===== config.mk =====
export PLATFORM = sky130hd
export DESIGN_NAME = clock_mux_ctrl
export DESIGN_NICKNAME = d
export VERILOG_FILES = /design/src/rtl/clock_mux_ctrl_pkg.sv /design/src/rtl/clock_mux_ctrl_timer.sv /design/src/rtl/clock_mux_ctrl.sv
export SDC_FILE = /design/constraint.sdc
export NUM_CORES = 1
export LEC_CHECK = 0
export ABC_AREA = 1
export BUFFER_PORTS_ARGS = -buffer_cell sky130_fd_sc_hd__buf_2
export CAP_MARGIN = 20
export CELL_PAD_IN_SITES_DETAIL_PLACEMENT = 0
export CELL_PAD_IN_SITES_GLOBAL_PLACEMENT = 1
export CORE_MARGIN = 5
export CORE_UTILIZATION = 40
export DETAILED_ROUTE_END_ITERATION = 7
export PLACE_DENSITY = 0.88
export SLEW_MARGIN = 20
export SYNTH_ARGS = -nofsm -noshare
export SYNTH_HDL_FRONTEND = slang
export SYNTH_SLANG_ARGS = --single-unit

===== constraint.sdc =====
create_clock -name CLK -period 1.7 [get_ports CLK]
set_input_delay 0.255 -clock CLK [delete_from_list [all_inputs] [get_ports CLK]]
set_output_delay 0.255 -clock CLK [all_outputs]
set_load 0.05 [all_outputs]

===== src/rtl/clock_mux_ctrl_pkg.sv =====
`default_nettype none
// ============================================================================
// Module      : clock_mux_ctrl_pkg
// Description : Shared state encoding and default timing for clock_mux_ctrl.
// Revision    : 1.0 - initial release
// ============================================================================
package clock_mux_ctrl_pkg;

    localparam int unsigned c_def_gate_off_cycles = 4;
    localparam int unsigned c_def_settle_cycles   = 8;

    typedef enum logic [2:0] {
        IDLE   = 3'd0,
        DRAIN  = 3'd1,
        SWITCH = 3'd2,
        SETTLE = 3'd3,
        RESUME = 3'd4
    } state_t;

    // A phase of N cycles (minimum one) counts down from N-1 to zero.
    function automatic int unsigned load_count(input int unsigned cycles);
        return (cycles == 0) ? 0 : cycles - 1;
    endfunction

endpackage
`default_nettype wire


===== src/rtl/clock_mux_ctrl_timer.sv =====
`default_nettype none
// ============================================================================
// Module      : clock_mux_ctrl_timer
// Description : Loadable down-counter with zero flag; holds at zero.
// Revision    : 1.0 - initial release
// ============================================================================
module clock_mux_ctrl_timer #(
    parameter int unsigned          W       = 8,
    parameter logic [W-1:0]         RST_VAL = '0
) (
    input  wire logic               clk,
    input  wire logic               rst,
    input  wire logic               i_load,
    input  wire logic [W-1:0]       i_load_val,
    input  wire logic               i_dec,
    output logic                    o_zero
);

    logic [W-1:0] r_cnt;

    always_ff @(posedge clk) begin
        if (rst) begin
            r_cnt <= RST_VAL;
        end else if (i_load) begin
            r_cnt <= i_load_val;
        end else if (i_dec && !o_zero) begin
            r_cnt <= r_cnt - 1'b1;
        end
    end

    assign o_zero = (r_cnt == '0);

endmodule
`default_nettype wire


===== src/rtl/clock_mux_ctrl.sv =====
`default_nettype none
// ============================================================================
// Module      : clock_mux_ctrl
// Description : Glitch-free clock-mux select sequencer (drain/switch/settle).
// Revision    : 1.0 - initial release
// ============================================================================
module clock_mux_ctrl
    import clock_mux_ctrl_pkg::*;
#(
    parameter int unsigned GATE_OFF_CYCLES = c_def_gate_off_cycles,
    parameter int unsigned SETTLE_CYCLES   = c_def_settle_cycles,
    parameter int unsigned CNT_W           = 8
) (
    input  wire logic CLK,
    input  wire logic RST,
    input  wire logic REQ_SELECT,
    input  wire logic REQ_VALID,
    output logic      REQ_READY,
    output logic      SELECT,
    output logic      SELECT_ENABLE,
    output logic      GATE_EN,
    output logic      CUR_SEL,
    output logic      BUSY,
    output logic      DONE
);

    localparam logic [CNT_W-1:0] c_drain_load  = CNT_W'(load_count(GATE_OFF_CYCLES));
    localparam logic [CNT_W-1:0] c_settle_load = CNT_W'(load_count(SETTLE_CYCLES));

    state_t             r_state;
    state_t             w_state_nxt;
    logic               r_target;
    logic               w_target_nxt;
    logic               r_cur_sel;
    logic               r_pend_valid;
    logic               r_pend_sel;
    logic               r_done_same;
    logic               w_done_same_nxt;
    logic               w_ready;
    logic               w_accept;
    logic               w_disp_valid;
    logic               w_disp_sel;
    logic               w_tmr_load;
    logic [CNT_W-1:0]   w_tmr_val;
    logic               w_tmr_dec;
    logic               w_tmr_zero;

    assign w_ready  = !r_pend_valid;
    assign w_accept = REQ_VALID && w_ready && !RST;

    // In IDLE a stored request takes priority; the port is not ready then anyway.
    assign w_disp_valid = r_pend_valid || w_accept;
    assign w_disp_sel   = r_pend_valid ? r_pend_sel : REQ_SELECT;

    always_ff @(posedge CLK) begin
        if (RST) begin
            r_state      <= DRAIN;
            r_target     <= 1'b0;
            r_cur_sel    <= 1'b0;
            r_pend_valid <= 1'b0;
            r_pend_sel   <= 1'b0;
            r_done_same  <= 1'b0;
        end else begin
            r_state     <= w_state_nxt;
            r_target    <= w_target_nxt;
            r_done_same <= w_done_same_nxt;
            if (r_state == SWITCH) begin
                r_cur_sel <= r_target;
            end
            if (r_state == IDLE) begin
                r_pend_valid <= 1'b0;
            end else if (w_accept) begin
                r_pend_valid <= 1'b1;
                r_pend_sel   <= REQ_SELECT;
            end
        end
    end

    always_comb begin
        w_state_nxt     = r_state;
        w_target_nxt    = r_target;
        w_done_same_nxt = 1'b0;
        w_tmr_load      = 1'b0;
        w_tmr_val       = c_drain_load;
        w_tmr_dec       = 1'b0;
        case (r_state)
            IDLE: begin
                if (w_disp_valid) begin
                    if (w_disp_sel != r_cur_sel) begin
                        w_target_nxt = w_disp_sel;
                        w_state_nxt  = DRAIN;
                        w_tmr_load   = 1'b1;
                    end else begin
                        w_done_same_nxt = 1'b1;
                    end
                end
            end
            DRAIN: begin
                if (w_tmr_zero) begin
                    w_state_nxt = SWITCH;
                end else begin
                    w_tmr_dec = 1'b1;
                end
            end
            SWITCH: begin
                w_state_nxt = SETTLE;
                w_tmr_load  = 1'b1;
                w_tmr_val   = c_settle_load;
            end
            SETTLE: begin
                if (w_tmr_zero) begin
                    w_state_nxt = RESUME;
                end else begin
                    w_tmr_dec = 1'b1;
                end
            end
            RESUME: begin
                w_state_nxt = IDLE;
            end
            default: begin
                w_state_nxt = DRAIN;
                w_tmr_load  = 1'b1;
            end
        endcase
    end

    clock_mux_ctrl_timer #(
        .W       (CNT_W),
        .RST_VAL (c_drain_load)
    ) u_timer (
        .clk        (CLK),
        .rst        (RST),
        .i_load     (w_tmr_load),
        .i_load_val (w_tmr_val),
        .i_dec      (w_tmr_dec),
        .o_zero     (w_tmr_zero)
    );

    // Outputs are forced to their reset values while RST is high, including its first cycle.
    assign REQ_READY     = RST || w_ready;
    assign SELECT_ENABLE = !RST && (r_state == SWITCH);
    assign SELECT        = RST ? 1'b0 : ((r_state == SWITCH) ? r_target : r_cur_sel);
    assign GATE_EN       = !RST && ((r_state == IDLE) || (r_state == RESUME));
    assign CUR_SEL       = RST ? 1'b0 : r_cur_sel;
    assign BUSY          = RST || (r_state != IDLE);
    assign DONE          = !RST && ((r_state == RESUME) || r_done_same);

endmodule
`default_nettype wire

* Word-level counts from Yosys, hierarchy flattened
Cells that the tools add are included.
Widths: inputs -> output; s select.
** Word-level totals
- Logic and storage cells :: 62
- Bits in registers :: 16
- Output and inout bits :: 7
- Input bits :: 4
** Cells by class
- Equal/unequal tests :: 9
- Bitwise logic cells :: 2
- Mux-type cells :: 18
- Add/subtract/negate cells :: 1
- Reduce and logical (&&, ||, !) cells :: 25
** Operator list (number)
- $mux 8 :: 2
- $mux 3 :: 5
- $pmux 3 s5 :: 1
- $mux 1 :: 9
- $logic_not 8->1 :: 1
- $sub 8x1->8 const B :: 1
- $eq 3x2->1 const B :: 2
- $logic_and 1x1->1 :: 6
- $reduce_or 3->1 :: 2
- $logic_or 1x1->1 :: 5
- $ne 2x1->1 const B :: 2
- $ne 2x2->1 const B :: 2
- $reduce_and 4->1 :: 1
- $reduce_or 2->1 :: 2
- $eq 3x1->1 const B :: 1
- $eq 3x3->1 const B :: 1
- $logic_not 1->1 :: 3
- $logic_not 3->1 :: 1
- $reduce_and 3->1 :: 1
- $reduce_bool 3->1 :: 1
- $not 1->1 :: 2
- $pmux 1 s2 :: 1
- $reduce_and 2->1 :: 1
- $reduce_bool 2->1 :: 1
- $ne 1x1->1 :: 1

* Longest topological paths before layout
Gate-level depths: netlist of the first run.
- Depth after elaboration :: 7
- Mapped depth :: 11
- Mapped depth without buffers :: 10

* Modules after synthesis
Synthesis of the first run repeated with hierarchy kept, for this count alone.
** Unflattened totals
- Cell total of the unflattened synthesis :: 171
- Area total of the unflattened synthesis :: 1082.3 um^2
** Modules (own cells, without submodules)
- clock_mux_ctrl_timer :: sequential area each 160.2 um^2, area an instance 611.8 um^2, times used 1, cells an instance 102
- clock_mux_ctrl :: sequential area each 160.2 um^2, area an instance 470.5 um^2, times used 1, cells an instance 69

* Worst setup path before layout of the first run
No wires, ideal clock.
- Path type :: flip-flop to output port
- Start point :: reg r_state[2]
- End point :: out SELECT
- Path buffers :: 0
- Arrival :: 2.128 ns
- Slack :: -0.683 ns
- Stages on the path, launching flop included :: 6
- Path through :: dfxtp_1 inv_1 nand3_1 nor2_1 nor2_1 a21oi_1
** Between the ends
- Word-level cells in the longest chain between the ends :: 3
** Ends and longest elaborated chain
- from (decl) :: line clock_mux_ctrl.sv:30 : state_t r_state;
- from (signal assigned) :: line clock_mux_ctrl.sv:64 : r_state <= w_state_nxt;
- $eq 3x2->1 :: line clock_mux_ctrl.sv:142 : assign SELECT = RST ? 1'b0 : ((r_state == SWITCH) ? r_target : r_cur_sel);
- $mux 1 (2 in a row)
- to (decl) :: line clock_mux_ctrl.sv:19 : output logic SELECT,
No other way between the ends.

* Worst setup path in the final report of the first run
- Start point :: reg r_state[0]
- End point :: out SELECT
The elaborated chain is that of the path after synthesis.

==> results.json, run 1 <==
{
  "synth_nets": 142,
  "crit_type": "register to output pin",
  "finalHoldViolations": 0,
  "hold-path-endpoint": "r_pend_valid$_SDFFE_PP0P_",
  "cts_buffer_depth": 2,
  "grt_pass1_wl_mm": 3.33,
  "start_util": 0.424,
  "die_w_um": 58.7,
  "synthAdderAreaFrac": 0.0264,
  "dp_hpwl_mm": 1.53,
  "drt-total-wl_mm": 1.95,
  "vias": 873,
  "drtIter0Drc": 18,
  "synthXorXnorAreaFrac": 0.0370,
  "syn_avg_cell_area_sq_um": 6.96,
  "setup_viol": 0,
  "wl_per_cell_um": 10.9,
  "drv_slew": 0,
  "synth_top_family_by_area": "simple AND/OR/NAND/NOR gates",
  "die_h_um": 58.7,
  "min_from": "REQ_VALID",
  "dieArea_sq_um": 3440,
  "grt_pass1_vias": 790,
  "use_met1": 0.144,
  "rr_worst_depth": 10,
  "worst_slew_pin_slew_ns": 0.282,
  "antenna_found_initial": 0,
  "ios": 11,
  "ant_nets": 0,
  "finClkSkew_ns": 0.00369,
  "met2_usage": 0.228,
  "final_cell_count_no_fill": 178,
  "dp.cells": 174,
  "num_antenna_cells": 0,
  "std_cell_rows": 17,
  "synth_edf_count": 0,
  "clk_latency_ns": 0.29,
  "grt.busiest_layer": "met2",
  "synthToLayoutAreaGrowth_pct": 15.5,
  "leakage_nw": 0.501,
  "register_area_sq_um": 322,
  "cts.sinks": 16,
  "place_congestion": 0.740,
  "syn_area_sq_um": 947,
  "r2r_start": "u_timer.r_cnt[0]$_SDFFE_PP1P_",
  "nets": 157,
  "grt_overflow": 0,
  "yosysMostFrequentCell": "nor2_1",
  "seq_area_frac_synth": 0.338,
  "fin_tns_setup_ns": 0,
  "ys.flop_type": "dfxtp_1",
  "finalCriticalPeriod_ns": 1.61,
  "netlist_instances": 136,
  "max_slew_margin": 0.812,
  "post_synth_num_cell_types": 25,
  "reg2reg_to": "u_timer.r_cnt[5]$_SDFFE_PP0P_",
  "status": "complete, no violations",
  "clock-root-buffer": "clkbuf_4",
  "io_buffer_count": 10,
  "drv_cap": 0,
  "synth_common_cells": "23 x nor2_1, 22 x nand2_1, 17 x inv_1",
  "synth_mux_area_frac": 0,
  "power.density_nw_per_um2": 1390,
  "grt_max_degree": 11,
  "fill_cells": 241,
  "clk_pin_slew_ns": 0.10,
  "core-area_sq_um": 2230,
  "rsz0062_at_grt": "no",
  "viasPerCell": 4.90,
  "async_flop_share": 0,
  "drive_gt1_frac": 0.273,
  "critPathLaunchType": "register",
  "cp_max_fo": 3,
  "remaining_drc_errors": 0,
  "grtUsageTotal": 0.128,
  "ys_ff_latch": 16,
  "ff2ff_setup_slack_ns": 0.28,
  "arrival_ns": 1.35,
  "grtUsageMet3": 0.0285,
  "cp-end-kind": "output pin",
  "h-tree-depth": 1,
  "yosys.area_share.simple": 0.424,
  "cts_tree": "done",
  "min_delay_path_depth": 3,
  "synth_compound_area_frac": 0.0621,
  "cts_buffers": 3,
  "max-vdd-ir-drop_uv": 698,
  "synth_top_cell_by_area": "dfxtp_1",
  "max_freq_mhz": 622,
  "hp-class": "input port to register",
  "synth_top_area_frac": 0.338,
  "yosys_warnings": 0,
  "fin_crit_sh": 0.946,
  "dr.pass1.iters": 4,
  "multiInputGateArea_sq_um": 542,
  "required_ns": 1.44,
  "holdWs_ns": 0.252,
  "yosys-top-cells-area": "dfxtp_1 34%, nor2_1 9.1%, nand2_1 8.7%"
}
[layout make-up]
| class | instances | share of cell area |
|---|---|---|
| timing repair buffer | 11 | 0.0584 |
| sequential | 16 | 0.294 |
| multi-input combinational | 95 | 0.495 |
| tap | 28 | 0.0320 |
| inverter | 24 | 0.0870 |
| clock buffer | 4 | 0.0332 |
[worst max-delay path: stages (launching register included)]
cell     delay (ns)
dfxtp_1        0.32
inv_2          0.09
nand3_1        0.16
nor2_4         0.13
nor2_1         0.07
a21oi_4        0.12
buf_6          0.17
[cell usage in the layout, fill, tap and decap left out, types with 2 or more instances in the layout]
cell      count
nand2_1      22
nor2_1       21
inv_1        17
dfxtp_1      15
nand3_1      11
buf_2         9
a21oi_1       7
inv_2         5
nand2_2       5
nor2_2        3
nor2_4        3
nand2_4       3
nand4_1       3
xor2_1        3
nor3_1        3
clkbuf_4      3
nand3_2       2
ha_1          2
[through the flow]
step	power, W	utilization	setup WS, ns	instance area, sq um
floorplan	0.00113	-	0.0938	968
global placement	0.00124	0.470	0.311	1050
detailed placement	0.00126	0.470	0.279	1050
CTS	0.00153	0.487	0.00316	1090
global route	0.00165	0.490	0.00665	1090
finish	0.00152	0.490	0.0926	1090
[cell families after synthesis]
kind of cell	count (synthesis)
flip-flops	16
AO/OA/AOI/OAI	11
adder cells (fa/ha/maj)	2
AND/OR/NAND/NOR	78
buffers and inverters	25
XOR/XNOR	4
[metal layers]
layer,vias up,part of all wire
li1,451,-
met1,403,0.45
met2,15,0.50
met3,4,0.037
met4,0,0.011
met5,-,0
[registers in the layout, summed over array words and instances, names as in the netlist]
name,count
r_done_same,1
r_cur_sel,1
r_pend_sel,1
r_state,3
u_timer.r_cnt,8
r_pend_valid,1
r_target,1
[worst max path at each step]
stage / start / end / slack, ns
3_3_place_gp: r_state[1]$_SDFFE_PP0P_ / SELECT / 0.31
6_report: r_state[0]$_SDFFE_PP1P_ / SELECT / 0.09
4_1_cts: r_state[1]$_SDFFE_PP0P_ / SELECT / 0.003
5_1_grt: r_state[0]$_SDFFE_PP1P_ / SELECT / 0.007
2_1_floorplan: r_state[2]$_SDFFE_PP0P_ / SELECT / 0.09
3_5_place_dp: r_state[1]$_SDFFE_PP0P_ / SELECT / 0.28
[power breakdown]
| part | total, W | switching [W] | internal, W | leakage, nW |
|---|---|---|---|---|
| combinational | 0.000711 | 0.000463 | 0.000248 | 0.349 |
| clock | 0.000260 | 0.000130 | 0.000130 | 0.0210 |
| sequential | 0.000544 | 0.0000768 | 0.000468 | 0.131 |
| total | 0.00152 | 0.000670 | 0.000846 | 0.501 |
[timing repair]
action,in CTS,in global routing
buffers inserted,0,0
resized for setup,1,2
hold buffers,0,0
endpoints found under the setup margin,1,1
Note: power is estimated with default switching activity, not from simulation.
==> run 2, diff against run 1 <==
--- a/config.mk
+++ b/config.mk
@@ -11,9 +11,9 @@
 export CELL_PAD_IN_SITES_DETAIL_PLACEMENT = 0
 export CELL_PAD_IN_SITES_GLOBAL_PLACEMENT = 1
 export CORE_MARGIN = 5
-export CORE_UTILIZATION = 40
+export CORE_UTILIZATION = 43
 export DETAILED_ROUTE_END_ITERATION = 7
-export PLACE_DENSITY = 0.88
+export PLACE_DENSITY = 0.93
 export SLEW_MARGIN = 20
 export SYNTH_ARGS = -nofsm -noshare
 export SYNTH_HDL_FRONTEND = slang
==> constraint.sdc (replaced) <==
create_clock -name CLK -period 2.1 [get_ports CLK]
set_input_delay 0.315 -clock CLK [delete_from_list [all_inputs] [get_ports CLK]]
set_output_delay 0.315 -clock CLK [all_outputs]
set_load 0.05 [all_outputs]
==> results.json, run 2 (synthesis gave the netlist of run 1 again) <==
{
  "drtIter0Drc": 8,
  "core-area_sq_um": 2150,
  "num_antenna_cells": 0,
  "cts_tree": "done",
  "io_buffer_count": 10,
  "leakage_nw": 0.493,
  "drive_gt1_frac": 0.255,
  "grt_pass1_wl_mm": 3.28,
  "drv_slew": 0,
  "hp-class": "input port to register",
  "std_cell_rows": 17,
  "dp_hpwl_mm": 1.46,
  "nets": 156,
  "critPathLaunchType": "register",
  "regMostFlops": "u_timer.r_cnt",
  "clk_latency_ns": 0.29,
  "crit_type": "register to output pin",
  "post_cts_resized": 0,
  "cts_buffer_depth": 2,
  "dieArea_sq_um": 3240,
  "fin_tns_setup_ns": 0,
  "min_delay_path_depth": 3,
  "fin_crit_sh": 0.880,
  "worst_slew_pin_slew_ns": 0.304,
  "drt-total-wl_mm": 1.89,
  "largest_reg_flops": 8,
  "cp_max_fo": 5,
  "clock-root-buffer": "clkbuf_4",
  "layout_common_cells": "22 x nor2_1, 22 x nand2_1, 17 x inv_1",
  "largestRegisters": "u_timer.r_cnt (8), r_state (3)",
  "setup_viol": 0,
  "grtUsageTotal": 0.128,
  "grt_overflow": 0,
  "die_h_um": 56.9,
  "multiInputGateArea_sq_um": 527,
  "cts_hold_buf": 0,
  "arrival_ns": 1.53,
  "synthToLayoutAreaGrowth_pct": 12.3,
  "status": "complete, no violations",
  "cts_buffers": 3,
  "holdWs_ns": 0.324,
  "die_w_um": 56.9,
  "start_util": 0.441,
  "ant_nets": 0,
  "final_area_sq_um": 1060,
  "finalCriticalPeriod_ns": 1.85,
  "max_slew_margin": 0.797,
  "cp-end-kind": "output pin",
  "antenna_found_initial": 0,
  "remaining_drc_errors": 0,
  "dr.pass1.iters": 4,
  "grt_pass1_vias": 797,
  "max_freq_mhz": 541,
  "ios": 11,
  "wl_per_cell_um": 10.7,
  "drv_cap": 0,
  "required_ns": 1.78,
  "vias": 847,
  "max-vdd-ir-drop_uv": 577,
  "register_area_sq_um": 320,
  "power.density_nw_per_um2": 1140,
  "rsz0062_at_grt": "no",
  "viasPerCell": 4.79,
  "finClkSkew_ns": 0.00296,
  "placed_area_sq_um": 1030,
  "grt_max_degree": 11,
  "clk_pin_slew_ns": 0.09,
  "place_congestion": 0.792,
  "h-tree-depth": 1,
  "fill_cells": 237,
  "cts.sinks": 16,
  "cts_setup_buffers": 0,
  "finalHoldViolations": 0,
  "rr_worst_depth": 10
}
-- run 2: cell type report --
class	instances	share of cell area
multi-input combinational	95	0.495
timing repair buffer	10	0.0471
tap	28	0.0329
sequential	16	0.301
inverter	24	0.0894
clock buffer	4	0.0341
-- run 2: critical path: stages, from the launching register on --
cell and delay (ns):
dfxtp_1 0.51, inv_1 0.07, nand3_1 0.15, inv_1 0.09, a21oi_2 0.15, buf_2 0.28
-- run 2: power breakdown --
group | internal [W] | switching [W]
registers | 0.000377 | 0.0000607
logic | 0.000197 | 0.000370
clock network | 0.000106 | 0.0000997
-- run 2: per-stage QoR --
| stage | power (W) | cells | util | setup WS, ns |
|---|---|---|---|---|
| finish | 0.00121 | 177 | 0.495 | 0.252 |
| CTS | 0.00122 | 177 | 0.495 | 0.221 |
| detailed placement | 0.00101 | 173 | 0.478 | 0.570 |
| global placement | 0.00100 | 173 | 0.478 | 0.610 |
| global route | 0.00131 | 177 | 0.495 | 0.137 |
| floorplan | 0.000910 | 136 | - | 0.0128 |
-- run 2: path summary, 6_finish.rpt --
| check | to | startpoint | slack [ns] |
|---|---|---|---|
| hold / removal | r_pend_valid$_SDFFE_PP0P_ | REQ_VALID | 0.32 |
| hold reg to reg | u_timer.r_cnt[0]$_SDFFE_PP1P_ | u_timer.r_cnt[0]$_SDFFE_PP1P_ | 0.48 |
| setup reg to reg | u_timer.r_cnt[2]$_SDFFE_PP0P_ | u_timer.r_cnt[0]$_SDFFE_PP1P_ | 0.72 |
| setup / recovery | SELECT | r_state[2]$_SDFFE_PP0P_ | 0.25 |
-- run 2: metal layers --
| metal | share of wire | wire (um) | track usage |
|---|---|---|---|
| met1 | 0.46 | 874 | 0.150 |
| met3 | 0.027 | 52 | 0.0249 |
| met5 | 0 | 0 | 0 |
| met2 | 0.49 | 930 | 0.217 |
| met4 | 0.018 | 35 | 0.0728 |
==> run 3, diff against run 2 <==
--- a/config.mk
+++ b/config.mk
@@ -5,16 +5,16 @@
 export SDC_FILE = /design/constraint.sdc
 export NUM_CORES = 1
 export LEC_CHECK = 0
-export ABC_AREA = 1
 export BUFFER_PORTS_ARGS = -buffer_cell sky130_fd_sc_hd__buf_2
 export CAP_MARGIN = 20
 export CELL_PAD_IN_SITES_DETAIL_PLACEMENT = 0
 export CELL_PAD_IN_SITES_GLOBAL_PLACEMENT = 1
 export CORE_MARGIN = 5
-export CORE_UTILIZATION = 43
+export CORE_UTILIZATION = 45
 export DETAILED_ROUTE_END_ITERATION = 7
 export PLACE_DENSITY = 0.93
 export SLEW_MARGIN = 20
 export SYNTH_ARGS = -nofsm -noshare
 export SYNTH_HDL_FRONTEND = slang
 export SYNTH_SLANG_ARGS = --single-unit
+export TNS_END_PERCENT = 1
==> results.json, run 3 <==
{
  "drtIter0Drc": 4,
  "grtUsageTotal": 0.128,
  "cts_tree": "done",
  "max-vdd-ir-drop_uv": 592,
  "nets": 125,
  "power.density_nw_per_um2": 1040,
  "layout_commonest_cell": "dfxtp_1",
  "netlist_instances": 105,
  "post_synth_num_cell_types": 39,
  "finalHoldViolations": 0,
  "max_freq_mhz": 528,
  "remaining_drc_errors": 0,
  "cts_buffer_depth": 2,
  "layout_common_cells": "16 x dfxtp_1, 11 x nor2_1, 10 x buf_2",
  "finalCriticalPeriod_ns": 1.89,
  "yosysMostFrequentCell": "dfxtp_1",
  "largest_reg_flops": 8,
  "antenna_found_initial": 0,
  "clk_pin_slew_ns": 0.10,
  "largestRegisters": "u_timer.r_cnt (8), r_state (3)",
  "grt_max_degree": 13,
  "h-tree-depth": 1,
  "crit_start": "u_timer.r_cnt[0]$_SDFFE_PP1P_",
  "syn_area_sq_um": 931,
  "die_w_um": 55.5,
  "finClkSkew_ns": 0.00475,
  "num_antenna_cells": 0,
  "fin_tns_setup_ns": 0,
  "ys_ff_latch": 16,
  "seq_area_frac_synth": 0.344,
  "clk_latency_ns": 0.30,
  "drv_cap": 0,
  "async_flop_share": 0,
  "ff2ff_setup_slack_ns": 0.21,
  "synth_common_cells": "16 x dfxtp_1, 11 x nor2_1, 6 x a211oi_1, 6 x a21oi_1, 5 x inv_1",
  "drt-total-wl_mm": 1.85,
  "ys.flop_type": "dfxtp_1",
  "clock-root-buffer": "clkbuf_4",
  "dr.pass1.iters": 4,
  "dp_hpwl_mm": 1.42,
  "place_congestion": 0.832,
  "grt_pass1_wl_mm": 3.21,
  "worst_slew_pin_slew_ns": 0.479,
  "ios": 11,
  "vias": 810,
  "die_h_um": 55.5,
  "grt_overflow": 0,
  "dieArea_sq_um": 3080,
  "synth_edf_count": 0,
  "dp.cells": 141,
  "synth_top_area_frac": 0.344,
  "r2r_start": "u_timer.r_cnt[0]$_SDFFE_PP1P_",
  "cp_max_fo": 8,
  "wl_per_cell_um": 12.8,
  "arrival_ns": 2.12,
  "ant_nets": 0,
  "start_util": 0.474,
  "cts_buffers": 3,
  "post_cts_resized": 0,
  "grt_pass1_vias": 751,
  "drive_gt1_frac": 0.237,
  "status": "complete, no violations",
  "std_cell_rows": 16,
  "cts.sinks": 16,
  "core-area_sq_um": 1960,
  "viasPerCell": 5.59,
  "cts_setup_buffers": 0,
  "required_ns": 2.32,
  "drv_slew": 0,
  "leakage_nw": 0.404,
  "crit_type": "register to register",
  "yosys_warnings": 0,
  "critPathLaunchType": "register",
  "max_slew_margin": 0.680,
  "synthToLayoutAreaGrowth_pct": 12.2,
  "rsz0062_at_grt": "no",
  "regMostFlops": "u_timer.r_cnt",
  "rr_worst_depth": 6,
  "final_cell_count_no_fill": 145,
  "cp-end-kind": "register",
  "cts_hold_buf": 0,
  "crit_end": "u_timer.r_cnt[7]$_SDFFE_PP0P_",
  "reg2reg_to": "u_timer.r_cnt[7]$_SDFFE_PP0P_",
  "synth_top_cell_by_area": "dfxtp_1",
  "syn_avg_cell_area_sq_um": 8.87,
  "setup_viol": 0,
  "fin_crit_sh": 0.902,
  "yosys-top-cells-area": "dfxtp_1 34%, a211oi_1 4.8%, nor2_1 4.4%",
  "fill_cells": 197,
  "io_buffer_count": 10,
  "hp-class": "input port to register",
  "synth_nets": 111
}
[run 3: changes by cell type in the layout (fill, tap and decap cells not counted), moves of 4 or more]
cell	before	now
nor2_1	22	11
a211oi_1	0	6
inv_1	17	5
nand2_2	5	0
nand2_1	22	4
nor3b_1	0	4
nand3_1	11	1
inv_2	5	0
buf_4	0	5
[run 3: worst max-delay path, cell delays in order, from the launching register on]
cell and delay (ns):
dfxtp_1 0.34, inv_1 0.08, ha_1 0.19, nor3b_1 0.17
a21o_2 0.29, or4b_4 0.52, a221oi_2 0.23
[run 3: report_power, final]
group / internal, W / total [W] / switching (W)
Sequential: 0.000366 / 0.000431 / 0.0000648
Combinational: 0.000211 / 0.000449 / 0.000239
Clock: 0.000106 / 0.000210 / 0.000104
[run 3: cell families (layout without fill, tap and decap cells)]
logic type	Yosys count	count (layout)	synth area share
AOI/OAI and AO/OA	28	28	0.214
xor gates and xnor gates	7	7	0.0659
adders and majority gates	2	2	0.0269
buffers and inverters	11	24	0.0672
DFF	16	16	0.344
muxes	4	4	0.0444
and+or+nand+nor	37	37	0.238
[run 3: final cells by class]
cell class | instances | area (sq um) | share of cell area
tap | 27 | 33.8 | 0.0323
multi-input combinational | 78 | 548 | 0.525
inverter | 5 | 18.8 | 0.0180
timing repair buffer | 15 | 87.6 | 0.0838
clock buffer | 4 | 36.3 | 0.0347
sequential | 16 | 320 | 0.307
[run 3: routing by layer]
layer	wire length, um	track usage
met1	783	0.135
met4	21	0.0417
met5	0	0
met2	953	0.233
met3	94	0.0490
[run 3: how the worst min path moves through the flow]
stage,startpoint,end,slack [ns],cells past startpoint
after global routing,RST,u_timer.r_cnt[7]$_SDFFE_PP0P_,0.29,2
after detailed placement,u_timer.r_cnt[7]$_SDFFE_PP0P_,u_timer.r_cnt[7]$_SDFFE_PP0P_,0.51,2
final,RST,u_timer.r_cnt[7]$_SDFFE_PP0P_,0.28,2
after global placement,u_timer.r_cnt[7]$_SDFFE_PP0P_,u_timer.r_cnt[7]$_SDFFE_PP0P_,0.49,2
after CTS,RST,u_timer.r_cnt[7]$_SDFFE_PP0P_,0.28,2
after floorplan,RST,u_timer.r_cnt[5]$_SDFFE_PP0P_,0.39,1
[run 3: metrics by stage]
stage	worst slack, ns	util	cell area, sq um	hold WS, ns	power (W)
5_1_grt	0.0818	0.533	1040	0.286	0.00117
6_report	0.205	0.533	1040	0.279	0.00109
3_3_place_gp	0.283	0.514	1010	0.495	0.000873
3_5_place_dp	0.225	0.514	1010	0.511	0.000888
2_1_floorplan	0.266	-	931	0.394	0.000781
4_1_cts	0.188	0.533	1040	0.278	0.00110
